**config.mk**
```make
export PLATFORM = sky130hd
export DESIGN_NAME = spi_burst_ctrl
export DESIGN_NICKNAME = d
export VERILOG_FILES = /design/src/rtl/spi_pkg.sv /design/src/rtl/spi_burst_buf.sv /design/src/rtl/spi_burst_ctrl.sv
export SDC_FILE = /design/constraint.sdc
export NUM_CORES = 1
export LEC_CHECK = 0
export ABC_CLOCK_PERIOD_IN_PS = 5850
export CAP_MARGIN = 15
export CORE_ASPECT_RATIO = 1.4
export CORE_MARGIN = 8
export CORE_UTILIZATION = 35
export DETAILED_ROUTE_END_ITERATION = 10
export SYNTH_ARGS = -nofsm -noshare
export SYNTH_HDL_FRONTEND = slang
export SYNTH_SLANG_ARGS = --single-unit
```
**constraint.sdc**
```tcl
create_clock -name clk -period 5.85 [get_ports clk]
set_input_delay 1.17 -clock clk [delete_from_list [all_inputs] [get_ports clk]]
set_output_delay 1.17 -clock clk [all_outputs]
set_load 0.02 [all_outputs]
```
**src/rtl/spi_pkg.sv**
```systemverilog
// Shared state type, default sizing and index-width helper for the SPI burst controller.
package spi_pkg;

    typedef enum logic [2:0] {
        ST_IDLE,
        ST_SETUP,
        ST_LAUNCH,
        ST_WAIT,
        ST_HOLD
    } state_t;

    localparam int MAX_BYTES_DEF = 16;
    localparam int NUM_SS_DEF    = 4;

    // Width of an index into a table of 'depth' entries; never narrower than one bit.
    function automatic int idx_width(input int depth);
        return (depth > 1) ? $clog2(depth) : 1;
    endfunction

    localparam int IDX_W_DEF = idx_width(MAX_BYTES_DEF);
    localparam int SS_W_DEF  = idx_width(NUM_SS_DEF);

    // Last watchdog value before the timeout edge: err rises 65535 cycles after WAIT entry.
    localparam logic [15:0] WDOG_LIMIT = 16'hFFFE;

endpackage

```
**src/rtl/spi_burst_buf.sv**
```systemverilog
// Byte buffer with one synchronous write port and one combinational read port.
module spi_burst_buf
    import spi_pkg::*;
#(
    parameter int DEPTH = MAX_BYTES_DEF,
    localparam int AW   = idx_width(DEPTH)
) (
    input  logic          clk,
    input  logic          wr,
    input  logic [AW-1:0] waddr,
    input  logic [7:0]    wdata,
    input  logic [AW-1:0] raddr,
    output logic [7:0]    rdata
);

    logic [7:0] mem [DEPTH];

    always_ff @(posedge clk) begin
        if (wr) mem[waddr] <= wdata;
    end

    assign rdata = mem[raddr];

endmodule

```
**src/rtl/spi_burst_ctrl.sv**
```systemverilog
// SPI burst controller: sequences slave select, setup/hold gaps and a byte engine over a TX/RX buffer.
// Optional watchdog on the byte engine is compiled in with `define SPI_BURST_WDOG_EN.
module spi_burst_ctrl
    import spi_pkg::*;
#(
    parameter int NUM_SS    = NUM_SS_DEF,
    parameter int MAX_BYTES = MAX_BYTES_DEF,
    localparam int IW       = idx_width(MAX_BYTES),
    localparam int SW       = idx_width(NUM_SS)
) (
    input  logic              clk,
    input  logic              reset,
    input  logic              cmd_valid,
    output logic              cmd_ready,
    input  logic [IW-1:0]     cmd_len,
    input  logic [SW-1:0]     cmd_ss,
    input  logic              cmd_keep_ss,
    input  logic              tx_wr,
    input  logic [IW-1:0]     tx_waddr,
    input  logic [7:0]        tx_wdata,
    input  logic [IW-1:0]     rx_raddr,
    output logic [7:0]        rx_rdata,
    input  logic [7:0]        cs_gap,
    output logic              busy,
    output logic              done_tick,
    output logic              err,
    output logic              m_start,
    output logic [7:0]        m_din,
    input  logic              m_ready,
    input  logic              m_done_tick,
    input  logic [7:0]        m_dout,
    output logic [NUM_SS-1:0] ss_n
);

    state_t            state, state_nxt;
    logic [IW-1:0]     idx, idx_nxt, len, len_nxt;
    logic [SW-1:0]     ss_sel, ss_sel_nxt;
    logic              keep, keep_nxt;
    logic [7:0]        gap_cnt, gap_nxt;
    logic [NUM_SS-1:0] ss_n_nxt;
    logic              m_start_nxt, done_nxt, rx_wr;
    logic [7:0]        m_din_nxt, tx_rdata;

`ifdef SPI_BURST_WDOG_EN
    logic [15:0] wdog, wdog_nxt;
    logic        err_r, err_nxt;
    assign err = err_r;
`else
    assign err = 1'b0;
`endif

    assign cmd_ready = (state == ST_IDLE);
    assign busy      = (state != ST_IDLE);

    spi_burst_buf #(.DEPTH(MAX_BYTES)) u_tx (
        .clk(clk), .wr(tx_wr), .waddr(tx_waddr), .wdata(tx_wdata),
        .raddr(idx), .rdata(tx_rdata)
    );

    spi_burst_buf #(.DEPTH(MAX_BYTES)) u_rx (
        .clk(clk), .wr(rx_wr), .waddr(idx), .wdata(m_dout),
        .raddr(rx_raddr), .rdata(rx_rdata)
    );

    always_ff @(posedge clk or posedge reset) begin
        if (reset) begin
            state     <= ST_IDLE;
            idx       <= '0;
            len       <= '0;
            ss_sel    <= '0;
            keep      <= 1'b0;
            gap_cnt   <= '0;
            ss_n      <= '1;
            m_start   <= 1'b0;
            m_din     <= '0;
            done_tick <= 1'b0;
`ifdef SPI_BURST_WDOG_EN
            wdog      <= '0;
            err_r     <= 1'b0;
`endif
        end else begin
            state     <= state_nxt;
            idx       <= idx_nxt;
            len       <= len_nxt;
            ss_sel    <= ss_sel_nxt;
            keep      <= keep_nxt;
            gap_cnt   <= gap_nxt;
            ss_n      <= ss_n_nxt;
            m_start   <= m_start_nxt;
            m_din     <= m_din_nxt;
            done_tick <= done_nxt;
`ifdef SPI_BURST_WDOG_EN
            wdog      <= wdog_nxt;
            err_r     <= err_nxt;
`endif
        end
    end

    always_comb begin
        state_nxt   = state;
        idx_nxt     = idx;
        len_nxt     = len;
        ss_sel_nxt  = ss_sel;
        keep_nxt    = keep;
        gap_nxt     = gap_cnt;
        ss_n_nxt    = ss_n;
        m_start_nxt = 1'b0;
        m_din_nxt   = m_din;
        done_nxt    = 1'b0;
        rx_wr       = 1'b0;
`ifdef SPI_BURST_WDOG_EN
        wdog_nxt    = wdog;
        err_nxt     = err_r;
`endif
        case (state)
            ST_IDLE: begin
                if (cmd_valid) begin
                    len_nxt    = cmd_len;
                    ss_sel_nxt = cmd_ss;
                    keep_nxt   = cmd_keep_ss;
                    idx_nxt    = '0;
                    gap_nxt    = '0;
                    // Whole vector is rebuilt so a kept select moves to the new slave in one edge.
                    ss_n_nxt         = '1;
                    ss_n_nxt[cmd_ss] = 1'b0;
                    state_nxt  = ST_SETUP;
`ifdef SPI_BURST_WDOG_EN
                    err_nxt    = 1'b0;
`endif
                end
            end
            ST_SETUP: begin
                if (gap_cnt == cs_gap) state_nxt = ST_LAUNCH;
                else                   gap_nxt   = gap_cnt + 8'd1;
            end
            ST_LAUNCH: begin
                if (m_ready) begin
                    m_start_nxt = 1'b1;
                    m_din_nxt   = tx_rdata;
                    state_nxt   = ST_WAIT;
`ifdef SPI_BURST_WDOG_EN
                    wdog_nxt    = '0;
`endif
                end
            end
            ST_WAIT: begin
                if (m_done_tick) begin
                    rx_wr = 1'b1;
                    if (idx == len) begin
                        gap_nxt   = '0;
                        state_nxt = ST_HOLD;
                    end else begin
                        idx_nxt   = idx + IW'(1);
                        state_nxt = ST_LAUNCH;
                    end
                end
`ifdef SPI_BURST_WDOG_EN
                else if (wdog == WDOG_LIMIT) begin
                    err_nxt   = 1'b1;
                    ss_n_nxt  = '1;
                    state_nxt = ST_IDLE;
                end else begin
                    wdog_nxt = wdog + 16'd1;
                end
`endif
            end
            ST_HOLD: begin
                if (gap_cnt == cs_gap) begin
                    if (!keep) ss_n_nxt[ss_sel] = 1'b1;
                    done_nxt  = 1'b1;
                    state_nxt = ST_IDLE;
                end else begin
                    gap_nxt = gap_cnt + 8'd1;
                end
            end
            default: state_nxt = ST_IDLE;
        endcase
    end

endmodule

```
==> results of run 1 <==
[power by group]
part	internal, mW	total, mW	switching, mW
sequential	2.40	2.54	0.138
clock	0.955	1.73	0.772
combinational	0.461	0.943	0.482
[logic make-up (layout without fill, tap and decap cells)]
kind of cell,Yosys count,in the layout,synth area share
and+or+nand+nor,130,130,0.0523
adders and majority gates,5,5,0.00533
xor gates and xnor gates,13,13,0.00970
other,1,1,0.000319
AOI/OAI and AO/OA,45,45,0.0282
buffers and inverters,44,146,0.0180
DFF,292,292,0.732
muxes,90,90,0.154
[critical path: cells and delay by family]
kind	cells	cell delay, ns
buffers and inverters	3	1.41
muxes	2	0.86
[per-stage QoR]
step                       util  setup slack [ns]  power, mW  std cells
after floorplan               -              1.93       3.23        620
after global placement    0.389              1.22       3.54       1113
after detailed placement  0.390              1.20       3.54       1114
after CTS                 0.416              1.20       5.27       1165
after global routing      0.417              1.15       5.43       1167
final                     0.417              1.23       5.21       1167
[metal layers]
metal	part of all wire	track usage	up-vias
met4	0.023	0.0398	0
li1	-	-	2652
met5	0	0	-
met3	0.042	0.0198	38
met2	0.53	0.234	145
met1	0.40	0.149	3080
[area by class of cell]
class                           instances  area (um^2)  share of cell area
Sequential cell                       292         8590               0.623
Multi-Input combinational cell        284         2940               0.213
Timing Repair Buffer                   83          783              0.0568
Clock buffer                           33          739              0.0536
Tap cell                              445          557              0.0404
Clock inverter                         18          143              0.0103
Inverter                               12         45.0             0.00326
[flip-flops by register name, indices dropped and copies added (netlist names)]
signal	cells
done_tick	1
gap_cnt	8
idx	4
keep	1
len	4
m_din	8
m_start	1
ss_n	4
ss_sel	2
state	3
u_rx.mem	128
u_tx.mem	128
[how the worst max path moves through the flow]
stage / startpoint / endpoint / slack (ns) / cells after the start
after floorplan: rx_raddr[0] / rx_rdata[0] / 1.93 / 4
after global placement: rx_raddr[1] / rx_rdata[6] / 1.22 / 5
after detailed placement: rx_raddr[1] / rx_rdata[5] / 1.20 / 5
after CTS: rx_raddr[1] / rx_rdata[5] / 1.20 / 5
after global routing: rx_raddr[1] / rx_rdata[5] / 1.15 / 5
final: rx_raddr[1] / rx_rdata[5] / 1.23 / 5
[cell usage in the layout, fill, tap and decap left out, drive strengths merged, types with 2 or more instances in the layout]
cell,count
edfxtp,256
mux4,72
clkdlybuf4s50,67
nand2,54
clkbuf,33
dfrtp,32
nor2,28
nor3,17
buf,16
clkinv,15
inv,14
xnor2,12
mux2i,12
o21ai,9
nand3,8
a221o,7
mux2,6
a31oi,5
ha,5
nand3b,4
dfstp,4
and2,3
or4,3
nand4,3
a21oi,3
nand2b,3
o41ai,2
a211oi,2
o31ai,2
o22ai,2
and3,2
o211ai,2
a21o,2
a41oi,2
a31o,2
==> results by group, run 1 <==
CTS
  – Clock insertion delay at the later pin of the skew report: 0.56 ns
  – Cts repair resizes: 0
  – Worst-path clk slew: 0.07 ns
  – CTS root buf: clkbuf_16
  – Postcts setup bufs: 0
  – CTS tree: built
  – Number of buffers created by CTS: 28
  – CTS Hold Bufs: 0
  – H-tree depth: 1
  – Clock sink total: 292
  – Max clock buf depth: 3

Route
  – Post-Route WL: 25000 um
  – Vias/cell: 5.07
  – Detail Route Antenna Nets: 0
  – 1st-pass router iterations: 5
  – DRT iter0 DRCs: 402
  – DR WL/cell: 21.5 um
  – DRC viols: 0
  – Vias: 5915

Status
  – Outcome: finished, final reports clean

Worst setup path
  – Crit Path Class: in -> out
  – CP arrival: 3.45 ns
  – Critical Path RT: 4.68 ns
  – CP startpoint kind: input pin
  – Max FO, Critical Path: 32
  – Reg-to-Reg Start: state[1]
  – Reg2reg setup slack: 2.96 ns
  – FF-to-FF path depth: 4
  – Worst reg2reg path endpoint: u_rx.mem[5][2]
  – Max incr delay on CP: 0.58 ns
  – Critical path cell sequence: clkdlybuf4s50_1 -> buf_4 -> mux4_2 -> mux4_2 -> clkdlybuf4s50_1
  – Crit. End Element: output port
  – CP max stage cell: clkdlybuf4s50_1

Timing
  – Final Setup Violations: 0
  – Max-slew violations: 0
  – Hold WS: 0.486 ns
  – Slew HR: 0.267
  – Setup TNS: 0 ns
  – RSZ-0062 raised after global routing: false
  – FMAX: 216 MHz
  – Hold violation count in the final report: 0
  – Period Utilization, post-route: 0.790
  – Post-layout min period: 4.62 ns
  – Worst slew pin tran: 1.10 ns
  – Post-Route Skew: 0.0337 ns

Floorplan
  – Initial Util: 0.355
  – Site row count: 79
  – Die width: 171 um
  – IO Pins: 70
  – Die H: 233 um
  – Die area: 0.0397 mm^2
  – Core area: 0.0331 mm^2

Pwr
  – Worst VDD drop: 0.221 mV
  – Pwr/cell area: 378 mW/mm^2
  – Pleak: 4.50 nW

Global route
  – First-pass GRT wire length: 38100 um
  – Vias in the first global route: 6285
  – Total GRT Usage: 0.127
  – Largest net degree at the start of global routing: 38
  – Antenna violations before repair: 0
  – Congestion Overflow GR: 0

Synthesis
  – Register bit total from synthesis: 292
  – Post-Syn Area per Cell: 18.9 um^2
  – Synthesized area: 0.0117 mm^2
  – Distinct cells, synth: 53
  – Area share of the largest cell type after synthesis: 0.655
  – Fraction of registers with async set or reset after synthesis: 0.123
  – Top FF cell, synth: edfxtp_1
  – EDFF count, synth: 256
  – Post-synthesis sequential area ratio: 0.732
  – Cell accounting for the most synthesized area: edfxtp_1
  – Yosys warning total: 0
  – Most frequent cells after synthesis: edfxtp_1 (256), mux4_2 (72), nand2_1 (54)
  – Top cells by area, synth: edfxtp_1 (65%), mux4_2 (14%), dfrtp_1 (6.8%), nand2_1 (1.7%), mux2i_1 (1.0%)
  – Most common cell in the synthesized netlist: edfxtp_1
  – Syn nets: 670
  – Syn Inst Count: 620

Finish
  – Final net count: 751
  – # fillers: 2927
  – Share of layout cells above drive strength 1: 0.206
  – Finished Cell Area: 0.0138 mm^2
  – Diodes inserted: 0
  – Synthesis-to-finish area growth: 17.5%

Place
  – # port buffers: 68
  – Placed Area: 0.0129 mm^2
  – GP Congestion: 0.777
  – HPWL after DPL: 17100 um

Hold path
  – Hold EP: ss_n[0]
  – Worst Hold Path Cells: 1
  – Hold Startpoint: ss_sel[0]
  – Worst min path class: reg -> reg

Job
  – Maxcap violations: 0
No activity file was read; power rests on OpenSTA's default activity.
==> inputs of run 2 (changes only) <==
Settings changed: ABC_CLOCK_PERIOD_IN_PS 5850 to 4000.
Clock period 5.85 ns to 4 ns, I/O delays scaled along.
==> results by group, run 2 (synthesized netlist as in run 1, its figures left out) <==
Status
  – Outcome: finished, final reports clean

Finish
  – Diodes inserted: 0 (unchanged)
  – # fillers: 2894 (-1.1%)
  – Register area: 0.00859 mm^2 (unchanged)
  – Commonest non-fill, non-tap cell in the layout: edfxtp_1
  – Fin cells: 1179 (+1.0%)
  – Share of layout cells above drive strength 1: 0.223 (+0.0171)
  – Commonest non-fill, non-tap cells in the layout: edfxtp_1 (256), mux4_2 (72), clkdlybuf4s50_1 (67), nand2_1 (54), dfrtp_1 (31)
  – Final net count: 762 (+1.5%)
  – Synthesis-to-finish area growth: 19.7%
  – Area occupied by multi-input gates: 0.00294 mm^2 (unchanged)
  – Largest regs: u_rx.mem: 128 flops, u_tx.mem: 128 flops
  – Finished Cell Area: 0.0140 mm^2 (+1.8%)
  – Post-layout util: 0.424 (+0.00763)

Worst setup path
  – Max incr delay on CP: 0.56 ns (-0.02 ns)
  – Crit Path Class: in -> out
  – Crit. End Element: output port
  – Critical path cell sequence: clkdlybuf4s50_1 -> buf_12 -> mux4_2 -> mux4_2 -> clkdlybuf4s50_1
  – CP startpoint kind: input pin
  – Critical Path RT: 3.20 ns (-1.48 ns)
  – CP max stage cell: clkdlybuf4s50_1
  – Max FO, Critical Path: 32 (unchanged)
  – Worst path bufs/invs: 3 (unchanged)
  – CP arrival: 2.94 ns (-0.51 ns)
  – Cell family with most CP delay: buffers and inverters

CTS
  – Clock sink total: 292 (unchanged)
  – Cts repair resizes: 0 (unchanged)
  – H-tree depth: 1 (unchanged)
  – Clock insertion delay at the later pin of the skew report: 0.57 ns (about the same)
  – CTS Hold Bufs: 0 (unchanged)
  – CTS root buf: clkbuf_16
  – Postcts setup bufs: 0 (unchanged)
  – Max clock buf depth: 3 (unchanged)
  – Worst-path clk slew: 0.07 ns (about the same)
  – Number of buffers created by CTS: 29 (+3.6%)
  – CTS tree: built

Timing
  – Hold violation count in the final report: 0 (unchanged)
  – Worst slew pin tran: 0.929 ns (-0.166 ns)
  – Hold WS: 0.489 ns (+0.00318 ns)
  – Post-Route Skew: 0.0369 ns (+0.00318 ns)
  – Period Utilization, post-route: 0.934
  – Final worst slack: 0.263 ns (-0.963 ns)
  – Slew HR: 0.380 (+0.113)
  – Final Setup Violations: 0 (unchanged)
  – Max-slew violations: 0 (unchanged)
  – Post-layout min period: 3.74 ns
  – Setup TNS: 0 ns (unchanged)
  – RSZ-0062 raised after global routing: false
  – FMAX: 268 MHz

Floorplan
  – IO Pins: 70 (unchanged)
  – Die width: 171 um (unchanged)
  – Die area: 0.0397 mm^2 (unchanged)
  – Site row count: 79 (unchanged)
  – Die H: 233 um (unchanged)
  – Initial Util: 0.355 (unchanged)
  – Core area: 0.0331 mm^2 (unchanged)

Route
  – Vias: 5823 (-1.6%)
  – 1st-pass router iterations: 5 (unchanged)
  – DRT iter0 DRCs: 378 (-6.0%)
  – Post-Route WL: 24500 um (-2.0%)
  – Detail Route Antenna Nets: 0 (unchanged)
  – DR WL/cell: 20.8 um (-3.0%)
  – DRC viols: 0 (unchanged)
  – Vias/cell: 4.94 (-2.6%)

Global route
  – Largest net degree at the start of global routing: 33 (-13%)
  – First-pass GRT wire length: 38500 um (+0.92%)
  – Antenna violations before repair: 0 (unchanged)
  – Vias in the first global route: 6377 (+1.5%)
  – Congestion Overflow GR: 0 (unchanged)
  – Total GRT Usage: 0.127 (about the same)

Pwr
  – Pleak: 4.63 nW (+3.0%)
  – Total power: 8.01 mW (+54%)
  – Worst VDD drop: 0.337 mV (+52%)
  – Pwr/cell area: 570 mW/mm^2 (+51%)

Place
  – Pre-CTS WS: 0.255 ns (-0.948 ns)
  – GP Congestion: 0.754 (-3.0%)
  – Placed Area: 0.0130 mm^2 (+0.89%)
  – # port buffers: 68 (unchanged)
  – HPWL after DPL: 17100 um (-0.10%)
  – DP Cell Count: 1126 (+1.1%)

Hold path
  – Worst min path class: reg -> reg

Job
  – Maxcap violations: 0 (unchanged)
run 2: changes by cell type in the layout (fill, tap and decap cells not counted):
cell / change
clkbuf_16: +1
clkbuf_8: +1
clkinv_8: -1
buf_12: +2
buf_4: +10
clkinvlp_4: +1
clkinv_4: -3
clkinv_2: +1
clkinv_1: -3
bufinv_16: +5
buf_2: -2
run 2: final timing paths:
kind,from,endpoint,slack (ns),cells after the start
setup / recovery,rx_raddr[1],rx_rdata[1],0.26,5
hold / removal,ss_sel[0],ss_n[0],0.49,1
setup reg to reg,state[1],u_rx.mem[12][4],1.39,4
hold reg to reg,ss_sel[0],ss_n[0],0.49,1
max in group asynchronous,reset,m_din[0],2.49,3
min in group asynchronous,reset,state[0],0.74,2
run 2: routing by layer:
layer  vias to the layer above  GRT usage  share of wire
met1                      2968      0.145           0.38
li1                       2672          -              -
met2                       142      0.233           0.54
met3                        41     0.0248          0.047
met4                         0     0.0448          0.026
met5                         -          0              0
run 2: where the power goes:
group | internal, mW | switching [mW] | leakage (nW) | total (mW)
clock network | 1.77 | 1.14 | 0.507 | 2.91
logic | 0.678 | 0.674 | 1.37 | 1.35
registers | 3.52 | 0.226 | 2.75 | 3.74
total | 5.97 | 2.04 | 4.63 | 8.01
run 2: cell type report:
type                       instances  area share
clock buffer                      35      0.0554
timing repair buffer              93      0.0632
tap                              445      0.0396
multi-input combinational        284       0.209
clock inverter                    18      0.0179
sequential                       292       0.612
inverter                          12     0.00321
==> variant (config.mk and constraints of run 1) <==
Make the reset (`reset`) synchronous in one clocked block.
--- a/src/rtl/spi_burst_ctrl.sv
+++ b/src/rtl/spi_burst_ctrl.sv
@@ -63,5 +63,5 @@
     );
 
-    always_ff @(posedge clk or posedge reset) begin
+    always_ff @(posedge clk) begin
         if (reset) begin
             state     <= ST_IDLE;
Behaviour: differs if reset is asserted again (counterexample within 4 cycles, from zero or initial values and one cycle with reset high); with reset held inactive, the same outputs for 4 cycles.
==> variant against run 1 <==
- area after synthesis is 0.67% lower
- worst setup slack worse by 0.049 ns
- utilization hardly changed
- cell area down 0.42%
- sequential cell count unchanged
- routed wire length decreased by 0.92%
- via count shrank 2.1%
- fmax is 1.0% lower
- largest cell class unchanged
- highest routed layer unchanged
Power is not compared: it rests on default switching activity, and its combinational part moved more than twofold at a synthesized area within 25%.
==> variant: results <==
status:
  outcome: "finished, final reports clean"
clock_tree:
  cts_inserted_buffers: 29
  cts_resized: 0
  post-cts-setup-buffers: 0
detailed_routing:
  top_layer_used: "met4"
  wl_met3_um: 1020
  wirelength_met1_um: 9400
  via_count: 5793
  wl_per_cell_um: 21.4
  drt_iter0_drc: 345
  met2_length_um: 13900
  first_pass_iters: 4
critical_path:
  r2r_slack_ns: 3.20
  reg2regPathDepth: 3
  cpPeakStageDelay_ns: 0.58
  worst_path_max_delay_cell: "mux4_2"
  crit_family: "buffers and inverters"
  crit_path_end: "rx_rdata[3]"
  crit_fanout: 28
  regToRegStartpoint: "idx[1]"
  r2r_end: "u_rx.mem[3][3]"
  crit_start: "rx_raddr[0]"
  worst_ep_arrival_time_ns: 3.50
yosys:
  yosysSeqAreaShare_pct: 72.1
  synth.area.top_cells: "edfxtp_1, mux4_2, dfxtp_1"
  synthAdderAreaFrac_pct: 0.536
  synth_compound_area_share_pct: 2.59
  synthTopCellsByCount: "edfxtp_1, mux4_2, nand2_1, dfxtp_1, nor2_1"
  synth_xor_area_share_pct: 0.976
  yosysUniqueCellTypes: 43
  yosysWarningCount: 0
  synth_edf_count: 256
  synth_mux_area_share_pct: 16.5
  synth_nets: 668
  ys_async_sr_fraction_pct: 0
grt:
  use_met3_pct: 1.91
  grt_usage_pct: 12.6
  grt_pass1_wl_um: 37700
  grt_overflow_total: 0
  antenna_found_initial: 0
  grt_start_max_net_pins: 40
  use_met2_pct: 24.3
  grt_pass1_vias: 6176
  grt_use_met1_pct: 14.0
hold_path:
  hp-class: "flip-flop to flip-flop"
  hp-start: "keep"
  hold_end: "keep"
  worst_hold_path.num_cells: 2
pwr:
  p_leak_nw: 4.20
placement:
  gp_congestion: 0.773
  dpl_cell_area_um2: 12800
  hpwl_um: 17300
cells_and_area:
  diodes: 0
  drive_gt1_share_pct: 18.7
  fin_nets: 740
timing:
  slew_headroom_pct: 27.8
  fin_worst_skew_ns: 0.0165
## variant: cell types whose count changed in the layout (fill, tap and decap cells not counted), sizes merged, moves of 8 or more
cell / delta
dfxtp: +36
mux4: +8
buf: -10
dfrtp: -32
a21oi: +23
## variant: power breakdown
part | internal, mW | switching [mW]
registers | 2.29 | 0.00891
clock network | 1.04 | 0.785
logic | 0.0864 | 0.0989
total | 3.41 | 0.893
## variant: through the flow
step	setup WS (ns)	instances	hold slack [ns]	total power [mW]	util [%]
after floorplan	1.93	618	0.437	2.43	-
after global placement	1.18	1104	0.444	2.53	38.7
after detailed placement	1.12	1104	0.448	2.53	38.7
after CTS	1.12	1158	0.457	4.35	41.6
after global routing	1.05	1158	0.493	4.45	41.6
final	1.18	1158	0.452	4.31	41.6
## variant: layout make-up
class,count,area [um^2]
clock buffers,37,817
clock inverters,17,139
fillers,2968,19300
inverters,6,22.5
multi-input cells,288,3080
flip-flops and latches,292,8410
well taps,445,557
repair buffers,73,713
